===== src/rtl/cache_mem_arbiter_if.sv =====
// Cache-to-memory bus: icache/dcache request side plus the single-port RAM side.
// slave is the arbiter's view; master is the view of whatever drives caches and RAM.
interface cache_mem_arbiter_if #(
  parameter int AW = 32,
  parameter int DW = 32
);
  logic          iREN;
  logic [AW-1:0] iaddr;
  logic          dREN;
  logic          dWEN;
  logic [AW-1:0] daddr;
  logic [DW-1:0] dstore;
  logic          iwait;
  logic          dwait;
  logic [DW-1:0] iload;
  logic [DW-1:0] dload;
  logic          ramREN;
  logic          ramWEN;
  logic [AW-1:0] ramaddr;
  logic [DW-1:0] ramstore;
  logic [DW-1:0] ramload;
  logic          ram_ready;

  modport slave (
    input  iREN, iaddr, dREN, dWEN, daddr, dstore, ramload, ram_ready,
    output iwait, dwait, iload, dload, ramREN, ramWEN, ramaddr, ramstore
  );

  modport master (
    output iREN, iaddr, dREN, dWEN, daddr, dstore, ramload, ram_ready,
    input  iwait, dwait, iload, dload, ramREN, ramWEN, ramaddr, ramstore
  );
endinterface


===== src/rtl/cache_mem_arbiter.sv =====
// Serialises icache reads and dcache reads/writes onto one single-port RAM,
// round-robin on conflict, with a one-cycle wait-low acknowledge per request.
module cache_mem_arbiter #(
  parameter int AW    = 32,
  parameter int DW    = 32,
  parameter int CPUID = 0
) (
  input logic                CLK,
  input logic                nRST,
  cache_mem_arbiter_if.slave bus
);
  localparam int CPUID_UNUSED = CPUID;

  typedef enum logic [2:0] {IDLE, BUSY_I, BUSY_D, RESP_I, RESP_D} state_t;

  state_t        state, state_n;
  logic          last_d, last_d_n;
  logic          dreq;
  logic          iwait_q, dwait_q, ren_q, wen_q;
  logic [DW-1:0] iload_q, dload_q, store_q;
  logic [AW-1:0] addr_q;

  assign dreq = bus.dREN | bus.dWEN;

  // D wins a conflict unless it also won the previous grant
  always_comb begin
    state_n  = state;
    last_d_n = last_d;
    unique case (state)
      IDLE: begin
        if (dreq && (!bus.iREN || !last_d)) begin
          state_n  = BUSY_D;
          last_d_n = 1'b1;
        end else if (bus.iREN) begin
          state_n  = BUSY_I;
          last_d_n = 1'b0;
        end
      end
      BUSY_I:  if (bus.ram_ready) state_n = RESP_I;
      BUSY_D:  if (bus.ram_ready) state_n = RESP_D;
      RESP_I,
      RESP_D:  state_n = IDLE;
      default: state_n = IDLE;
    endcase
  end

  always_ff @(posedge CLK) begin
    if (nRST) begin
      state  <= IDLE;
      last_d <= 1'b0;
    end else begin
      state  <= state_n;
      last_d <= last_d_n;
    end
  end

  // Outputs are registered off the next state so the ack lands in the RESP cycle
  always_ff @(posedge CLK) begin
    if (nRST) begin
      iwait_q <= 1'b1;
      dwait_q <= 1'b1;
      iload_q <= '0;
      dload_q <= '0;
      ren_q   <= 1'b0;
      wen_q   <= 1'b0;
      addr_q  <= '0;
      store_q <= '0;
    end else begin
      iwait_q <= (state_n != RESP_I);
      dwait_q <= (state_n != RESP_D);
      if (state == IDLE && state_n == BUSY_I) begin
        ren_q  <= 1'b1;
        wen_q  <= 1'b0;
        addr_q <= bus.iaddr;
      end else if (state == IDLE && state_n == BUSY_D) begin
        // a write takes precedence when dREN and dWEN are both raised
        ren_q  <= ~bus.dWEN;
        wen_q  <= bus.dWEN;
        addr_q <= bus.daddr;
        if (bus.dWEN) store_q <= bus.dstore;
      end else if ((state == BUSY_I || state == BUSY_D) && bus.ram_ready) begin
        ren_q <= 1'b0;
        wen_q <= 1'b0;
        if (state == BUSY_I)  iload_q <= bus.ramload;
        else if (!wen_q)      dload_q <= bus.ramload;
      end
    end
  end

  assign bus.iwait    = iwait_q;
  assign bus.dwait    = dwait_q;
  assign bus.iload    = iload_q;
  assign bus.dload    = dload_q;
  assign bus.ramREN   = ren_q;
  assign bus.ramWEN   = wen_q;
  assign bus.ramaddr  = addr_q;
  assign bus.ramstore = store_q;
endmodule

===== src/flat_wrapper.sv =====
// flat-port wrapper written by rule: the top's interface ports become plain ports
module cache_mem_arbiter_flat 
#(
  parameter int AW    = 32,
  parameter int DW    = 32,
  parameter int CPUID = 0
)
  (CLK, nRST, bus_iREN, bus_iaddr, bus_dREN, bus_dWEN, bus_daddr, bus_dstore, bus_ramload, bus_ram_ready, bus_iwait, bus_dwait, bus_iload, bus_dload, bus_ramREN, bus_ramWEN, bus_ramaddr, bus_ramstore);
  cache_mem_arbiter_if #(.AW(AW), .DW(DW)) bus_i ();
  input logic CLK;
  input logic nRST;
  input wire logic [$bits(bus_i.iREN)-1:0] bus_iREN;
  input wire logic [$bits(bus_i.iaddr)-1:0] bus_iaddr;
  input wire logic [$bits(bus_i.dREN)-1:0] bus_dREN;
  input wire logic [$bits(bus_i.dWEN)-1:0] bus_dWEN;
  input wire logic [$bits(bus_i.daddr)-1:0] bus_daddr;
  input wire logic [$bits(bus_i.dstore)-1:0] bus_dstore;
  input wire logic [$bits(bus_i.ramload)-1:0] bus_ramload;
  input wire logic [$bits(bus_i.ram_ready)-1:0] bus_ram_ready;
  output wire logic [$bits(bus_i.iwait)-1:0] bus_iwait;
  output wire logic [$bits(bus_i.dwait)-1:0] bus_dwait;
  output wire logic [$bits(bus_i.iload)-1:0] bus_iload;
  output wire logic [$bits(bus_i.dload)-1:0] bus_dload;
  output wire logic [$bits(bus_i.ramREN)-1:0] bus_ramREN;
  output wire logic [$bits(bus_i.ramWEN)-1:0] bus_ramWEN;
  output wire logic [$bits(bus_i.ramaddr)-1:0] bus_ramaddr;
  output wire logic [$bits(bus_i.ramstore)-1:0] bus_ramstore;
  assign bus_i.iREN = bus_iREN;
  assign bus_i.iaddr = bus_iaddr;
  assign bus_i.dREN = bus_dREN;
  assign bus_i.dWEN = bus_dWEN;
  assign bus_i.daddr = bus_daddr;
  assign bus_i.dstore = bus_dstore;
  assign bus_i.ramload = bus_ramload;
  assign bus_i.ram_ready = bus_ram_ready;
  assign bus_iwait = bus_i.iwait;
  assign bus_dwait = bus_i.dwait;
  assign bus_iload = bus_i.iload;
  assign bus_dload = bus_i.dload;
  assign bus_ramREN = bus_i.ramREN;
  assign bus_ramWEN = bus_i.ramWEN;
  assign bus_ramaddr = bus_i.ramaddr;
  assign bus_ramstore = bus_i.ramstore;
  cache_mem_arbiter #(.AW(AW), .DW(DW), .CPUID(CPUID)) u_core (.CLK(CLK), .nRST(nRST), .bus(bus_i));
endmodule

===== config.mk =====
export PLATFORM = sky130hd
export DESIGN_NAME = cache_mem_arbiter_flat
export DESIGN_NICKNAME = d
export VERILOG_FILES = /design/src/rtl/cache_mem_arbiter_if.sv /design/src/rtl/cache_mem_arbiter.sv /design/src/flat_wrapper.sv
export SDC_FILE = /design/constraint.sdc
export NUM_CORES = 1
export LEC_CHECK = 0
export ABC_AREA = 1
export CELL_PAD_IN_SITES_DETAIL_PLACEMENT = 2
export CELL_PAD_IN_SITES_GLOBAL_PLACEMENT = 2
export CORE_MARGIN = 2
export CORE_UTILIZATION = 22
export CTS_CLUSTER_SIZE = 12
export DETAILED_ROUTE_END_ITERATION = 16
export MAX_ROUTING_LAYER = met4
export PLACE_DENSITY_LB_ADDON = 0.1
export RECOVER_POWER = 25
export SLEW_MARGIN = 20
export SYNTH_ARGS = -nofsm -noshare
export SYNTH_HDL_FRONTEND = slang
export SYNTH_SLANG_ARGS = --single-unit

===== constraint.sdc =====
create_clock -name CLK -period 3.25 [get_ports CLK]
set_input_delay 0.4875 -clock CLK [delete_from_list [all_inputs] [get_ports CLK]]
set_output_delay 0.4875 -clock CLK [all_outputs]
set_load 0.05 [all_outputs]

==> run_results.csv, run 1 <==
group,metric,value,unit
run_status,run_status,"completed",
global_route,grt_antenna_before_repair,1,
yosys,synth.area.top_cells,"dfxtp_1, nand3_1, nand2_1, a21oi_1, nor2_1",
yosys,sequential_share_of_the_synthesized_area,50.3,%
yosys,post_syn_nets,876,
finish,final_layout_size_suffix_gt1_share,5.90,%
power,power.ir.vdd_worst,349,uV
finish,syn_to_final_growth,65.4,%
yosys,avgSynthCellArea,7.29,um2
die,design.die.area,25900,um2
timing,timing.final.setup_violations,0,
yosys,edff_count_synth,0,
global_route,first_global_vias,6475,
global_route,grt_pass1_wl,36.3,mm
detailed_routing,drt_pass_1_iters,4,
critical_path,critPathSlowestCell,"clkbuf_2",
die,core,24200,um2
clock_tree,ctsLongestPathBuffers,2,
detailed_routing,postRouteAntennaNets,0,
yosys,synth_largest_area_cell,"dfxtp_1",
power,p_leak,3.56,nW
placement,place_hpwl,15.4,mm
clock_tree,path_clk_slew,0.06,ns
die,die_h,161,um
clock_tree,cts_tree,"built",
global_route,global_route.overflow_total,0,
critical_path,worst_setup_path_end_kind,"flop",
timing,slew_viol_final,0,
power,power.total,5.47,mW
critical_path,timing.critical_path.to,"u_core.bus.ramstore[26]$_SDFFE_PP0P_",
critical_path,setup.worst_path.start,"bus_iREN",
worst_hold_path,hold_path.class,"flop to flop",
timing,min_period_over_period,75.4,%
critical_path,regToRegEndpoint,"u_core.bus.ramstore[26]$_SDFFE_PP0P_",
yosys,synthesis.area,5410,um2
critical_path,critPathArrivalTime,2.77,ns
clock_tree,cts_root_buffer,"clkbuf_16",
timing,max_slew_margin,19.1,%
yosys,share_of_flip_flops_with_an_asynchronous_set_or_reset_after_synthesis,0,%
yosys,synth.yosys.warnings,0,
power,power-per-cell-area,612,nW/um2
finish,stdcell_count,1325,
die,floorplan.io_pins,266,
placement,port_buffers,265,
detailed_routing,route.final.wire_length,22.9,mm
die,initial_core_util,22.3,%
critical_path,r2r.worst_path.cells,6,
timing,timing.setup.tns,0,ns
clock_tree,clkLatencyLatePin,0.43,ns
critical_path,worst-r2r-setup-slack,1.18,ns
placement,routabilityCongestion,0.712,
detailed_routing,vias,5886,
critical_path,launching_element_type_of_the_critical_path,"input port",
clock_tree,numCtsBuffers,17,
timing,maxClockFrequency,408,MHz
critical_path,worst_path_largest_cell_delay,0.68,ns
yosys,netlist_top_cells_count,"nand2_1, dfxtp_1, nand3_1",
placement,placed_instance_count,1292,
clock_tree,cts.repair.resized,0,
detailed_routing,routed_wire_length_per_instance,17.3,um
yosys,yosysUniqueCellTypes,18,
clock_tree,post_cts_buffers,0,
clock_tree,cts_max_level,4,
timing,tightest_slew,1.21,ns
run,cap_viol_max_count,0,
yosys,synth_most_common_cell,"nand2_1",
timing,hold_viol,0,
timing,hold_slack,0.460,ns
finish,num-nets-final,1121,
global_route,pin_count_of_the_biggest_net_entering_global_routing,52,
worst_hold_path,worst_hold_startpoint,"u_core.bus.dload[12]$_SDFFE_PP0P_",
yosys,synth_top_area_share,50.3,%
die,placement_rows,57,
yosys,synthesis.instances,742,
critical_path,cp_data_required_time,3.57,ns
detailed_routing,drt_drc_violations_left,0,
clock_tree,clock_sink_count,136,
timing,timing.clock.skew,0.0163,ns
yosys,synth_top_flop_cell,"dfxtp_1",
global_route,grt_usage,18.4,%
clock_tree,hold_buffers,0,
die,die_width,161,um
timing,timing.final.crit_period,2.45,ns
yosys,synth_seq_cells,136,
timing,rsz0062_at_grt,"false",
critical_path,cp_cell_sequence,"dlygate4sd3_1 -> nand2_1 -> o21ai_0 -> nor2_4 -> clkbuf_2 -> nand3_1 -> a21oi_1",
critical_path,regToRegStartpoint,"u_core.last_d$_SDFFE_PP0P_",
critical_path,path_max_fanout,36,
critical_path,worstSetupPathType,"input port to flop",
detailed_routing,vias_per_cell,4.44,
detailed_routing,drtIter0Drc,223,
-- cell families (layout without fill, tap and decap cells) --
family,Yosys count,count (layout),share of synthesized area (%)
buffers and inverters,126,384,9.49
flip-flops,136,136,50.3
AND/OR/NAND/NOR,346,346,27.5
other,0,1,0
AO/OA/AOI/OAI,134,134,12.7
-- flip-flops by register name (all words and copies together), names as in the netlist --
| signal | flops |
|---|---|
| u_core.bus.ramWEN | 1 |
| u_core.bus.iload | 32 |
| u_core.bus.ramstore | 32 |
| u_core.bus.iwait | 1 |
| u_core.bus.dload | 32 |
| u_core.last_d | 1 |
| u_core.bus.dwait | 1 |
| u_core.bus.ramaddr | 32 |
| u_core.bus.ramREN | 1 |
| u_core.state | 3 |
-- final cells by class --
| class | instances | area [um2] |
|---|---|---|
| antenna | 1 | 2.50 |
| clock buffer | 19 | 433 |
| clock inverter | 13 | 193 |
| fill | 2846 | 15300 |
| inverter | 72 | 270 |
| multi-input combinational | 480 | 2160 |
| sequential | 136 | 2720 |
| tap | 324 | 405 |
| timing repair buffer | 280 | 2760 |
-- metal layers --
metal | part of all wire, % | up-vias | track usage [%]
li1 | - | 2884 | -
met1 | 44 | 2831 | 22.0
met2 | 48 | 158 | 30.0
met3 | 6.9 | 13 | 6.84
met4 | 1.1 | 0 | 3.69
met5 | 0 | - | -
-- where the power goes --
group          internal [mW]  leakage, nW  switching (mW)
Sequential              1.81         1.11          0.0740
Clock                   1.29        0.299           0.795
Combinational          0.514         2.15           0.982
-- stage by stage --
step / util (%) / area [um2] / worst slack [ns]
2_1_floorplan: - / 5410 / 1.73
6_report: 36.9 / 8940 / 0.800
3_3_place_gp: 34.4 / 8340 / 0.982
4_1_cts: 37.0 / 8960 / 1.05
3_5_place_dp: 34.4 / 8340 / 0.966
5_1_grt: 36.9 / 8940 / 0.610
-- worst min path at each step --
stage                                           endpoint  depth (start not counted)
CTS                    u_core.bus.dload[22]$_SDFFE_PP0P_                          2
floorplan                     u_core.last_d$_SDFFE_PP0P_                          2
detailed placement     u_core.bus.dload[22]$_SDFFE_PP0P_                          2
global route           u_core.bus.dload[12]$_SDFFE_PP0P_                          2
finish                 u_core.bus.dload[12]$_SDFFE_PP0P_                          2
global placement    u_core.bus.ramstore[29]$_SDFFE_PP0P_                          2
-- cell usage in the layout (no fill, tap or decap), drive strengths merged --
| master | synthesis | routed |
|---|---|---|
| a21oi | 98 | 98 |
| a31oi | 3 | 3 |
| buf | 26 | 12 |
| bufinv | 0 | 4 |
| clkbuf | 28 | 23 |
| clkdlybuf4s50 | 0 | 262 |
| clkinv | 2 | 6 |
| clkinvlp | 0 | 2 |
| dfxtp | 136 | 136 |
| diode | 0 | 1 |
| dlygate4sd3 | 0 | 2 |
| inv | 70 | 73 |
| nand2 | 145 | 145 |
| nand3 | 130 | 130 |
| nor2 | 71 | 71 |
| o21ai | 33 | 33 |
-- critical path: cells and delay by family --
| family | cells | cell delay [ns] |
|---|---|---|
| buffers and inverters | 2 | 1.27 |
| and+or+nand+nor | 3 | 0.49 |
| AOI/OAI and AO/OA | 2 | 0.50 |
Note: power is estimated with default switching activity, not from simulation.
==> inputs of run 2 (changes only) <==
CORE_UTILIZATION = 21   (was 22)
clock period = 2.4 ns   (was 3.25 ns; I/O delays follow)
==> run 2 against run 1 <==
Compared with the run above:
- die area is 4.6% higher
- routed wire length is 2.1% higher
- core utilization is 1.1 points lower
- critical path type is now flop to output port
- largest cell class unchanged
- largest power group unchanged
==> run_results.csv, run 2 (synthesized netlist as in run 1, its figures left out) <==
group,metric,value,unit
run_status,run_status,"completed",
timing,min_period_over_period,84.6,%
power,p_leak,3.60,nW
timing,timing.setup.tns,0,ns
timing,maxClockFrequency,493,MHz
die,placement_rows,58,
critical_path,cp_data_required_time,2.04,ns
die,floorplan.io_pins,266,
detailed_routing,drtIter0Drc,263,
critical_path,launching_element_type_of_the_critical_path,"flop",
global_route,grt_pass1_wl,36.0,mm
detailed_routing,drt_pass_1_iters,4,
global_route,pin_count_of_the_biggest_net_entering_global_routing,101,
power,power.total,7.45,mW
die,initial_core_util,21.4,%
clock_tree,hold_buffers,0,
critical_path,worst_path_largest_cell_delay,0.87,ns
clock_tree,cts_root_buffer,"clkbuf_16",
critical_path,regToRegStartpoint,"u_core.state[2]$_SDFF_PP0_",
timing,hold_slack,0.364,ns
critical_path,cp_cell_sequence,"clkdlybuf4s50_1",
global_route,met1_usage,21.9,%
clock_tree,clock_sink_count,136,
timing,hold_viol,0,
timing,rsz0062_at_grt,"false",
critical_path,critPathArrivalTime,1.67,ns
critical_path,setup.worst_path.start,"u_core.bus.ramWEN$_SDFFE_PP0P_",
run,cap_viol_max_count,0,
global_route,grt.busiest_layer,"met2",
power,power.ir.vdd_worst,362,uV
placement,place_hpwl,16.2,mm
finish,post-route-cell-area,9040,um2
die,die_width,164,um
die,die_h,164,um
die,design.die.area,27100,um2
timing,max_slew_margin,22.4,%
detailed_routing,postRouteAntennaNets,0,
clock_tree,cts.repair.resized,0,
clock_tree,numCtsBuffers,17,
global_route,grt_antenna_before_repair,2,
detailed_routing,routed_wire_length_per_instance,17.5,um
clock_tree,cts_tree,"built",
critical_path,path_depth,1,
timing,timing.final.crit_period,2.03,ns
timing,tightest_slew,1.16,ns
global_route,use_met2,28.4,%
clock_tree,cts_max_level,4,
clock_tree,path_clk_slew,0.06,ns
placement,placed_instance_count,1304,
finish,mostFrequentLayoutCells,"clkdlybuf4s50_1, nand2_1, dfxtp_1",
clock_tree,ctsLongestPathBuffers,2,
global_route,global_route.usage.met3,6.08,%
clock_tree,post_cts_buffers,0,
placement,port_buffers,265,
detailed_routing,route.final.wire_length,23.3,mm
critical_path,regToRegEndpoint,"u_core.bus.dload[29]$_SDFFE_PP0P_",
timing,timing.clock.skew,0.0130,ns
critical_path,path_max_fanout,3,
critical_path,worstSetupPathType,"flop to output port",
finish,final_layout_size_suffix_gt1_share,5.97,%
timing,final_critical_path_setup_slack,0.370,ns
global_route,global_route.overflow_total,0,
critical_path,critPathSlowestCell,"clkdlybuf4s50_1",
finish,finalCoreUtilization,35.8,%
detailed_routing,vias,5879,
placement,routabilityCongestion,0.741,
detailed_routing,drt_drc_violations_left,0,
power,power-per-cell-area,824,nW/um2
critical_path,timing.critical_path.to,"bus_ramWEN",
finish,num-nets-final,1127,
critical_path,crit_family,"buffers and inverters",
worst_hold_path,hold_path.class,"input port to flop",
die,core,25300,um2
finish,most_common_cell_after_layout_fill_and_taps_aside,"clkdlybuf4s50_1",
critical_path,r2r.worst_path.cells,6,
global_route,grt_usage,17.9,%
clock_tree,clkLatencyLatePin,0.42,ns
finish,stdcell_count,1337,
timing,timing.final.setup_violations,0,
global_route,first_global_vias,6337,
timing,slew_viol_final,0,
detailed_routing,vias_per_cell,4.40,
critical_path,worst_setup_path_end_kind,"output port",
critical_path,worst-r2r-setup-slack,0.49,ns
placement,dpl_cell_area,8440,um2
placement,dp_worst_setup_slack,0.151,ns
critical_path,critical_path_buf_inv_count,1,
finish,syn_to_final_growth,67.3,%
==> run 2: metal layers <==
| metal | share of wire, % | vias to the layer above |
|---|---|---|
| li1 | - | 2897 |
| met1 | 45 | 2801 |
| met2 | 47 | 167 |
| met3 | 7.2 | 14 |
| met4 | 1.2 | 0 |
| met5 | 0 | - |
==> run 2: worst min path at each step <==
stage	startpoint	endpoint	slack, ns	cells after the start
global placement	u_core.bus.ramstore[18]$_SDFFE_PP0P_	u_core.bus.ramstore[18]$_SDFFE_PP0P_	0.45	2
floorplan	u_core.last_d$_SDFFE_PP0P_	u_core.last_d$_SDFFE_PP0P_	0.44	2
detailed placement	u_core.bus.ramstore[7]$_SDFFE_PP0P_	u_core.bus.ramstore[7]$_SDFFE_PP0P_	0.45	2
CTS	nRST	u_core.bus.iwait$_SDFF_PP1_	0.37	3
global route	nRST	u_core.bus.iwait$_SDFF_PP1_	0.39	3
finish	nRST	u_core.bus.iwait$_SDFF_PP1_	0.36	3
==> run 2: power by group <==
group	switching (mW)	internal, mW	total, mW
combinational	1.34	0.735	2.07
clock	1.08	1.75	2.83
sequential	0.103	2.45	2.55
total	2.52	4.94	7.45
==> run 2: cell type report <==
| type | instances | area (um2) |
|---|---|---|
| Inverter | 72 | 270 |
| Sequential cell | 136 | 2720 |
| Antenna cell | 2 | 5.00 |
| Clock inverter | 13 | 195 |
| Clock buffer | 18 | 429 |
| Tap cell | 330 | 413 |
| Multi-Input combinational cell | 480 | 2160 |
| Timing Repair Buffer | 286 | 2850 |
| Fill cell | 2944 | 16200 |
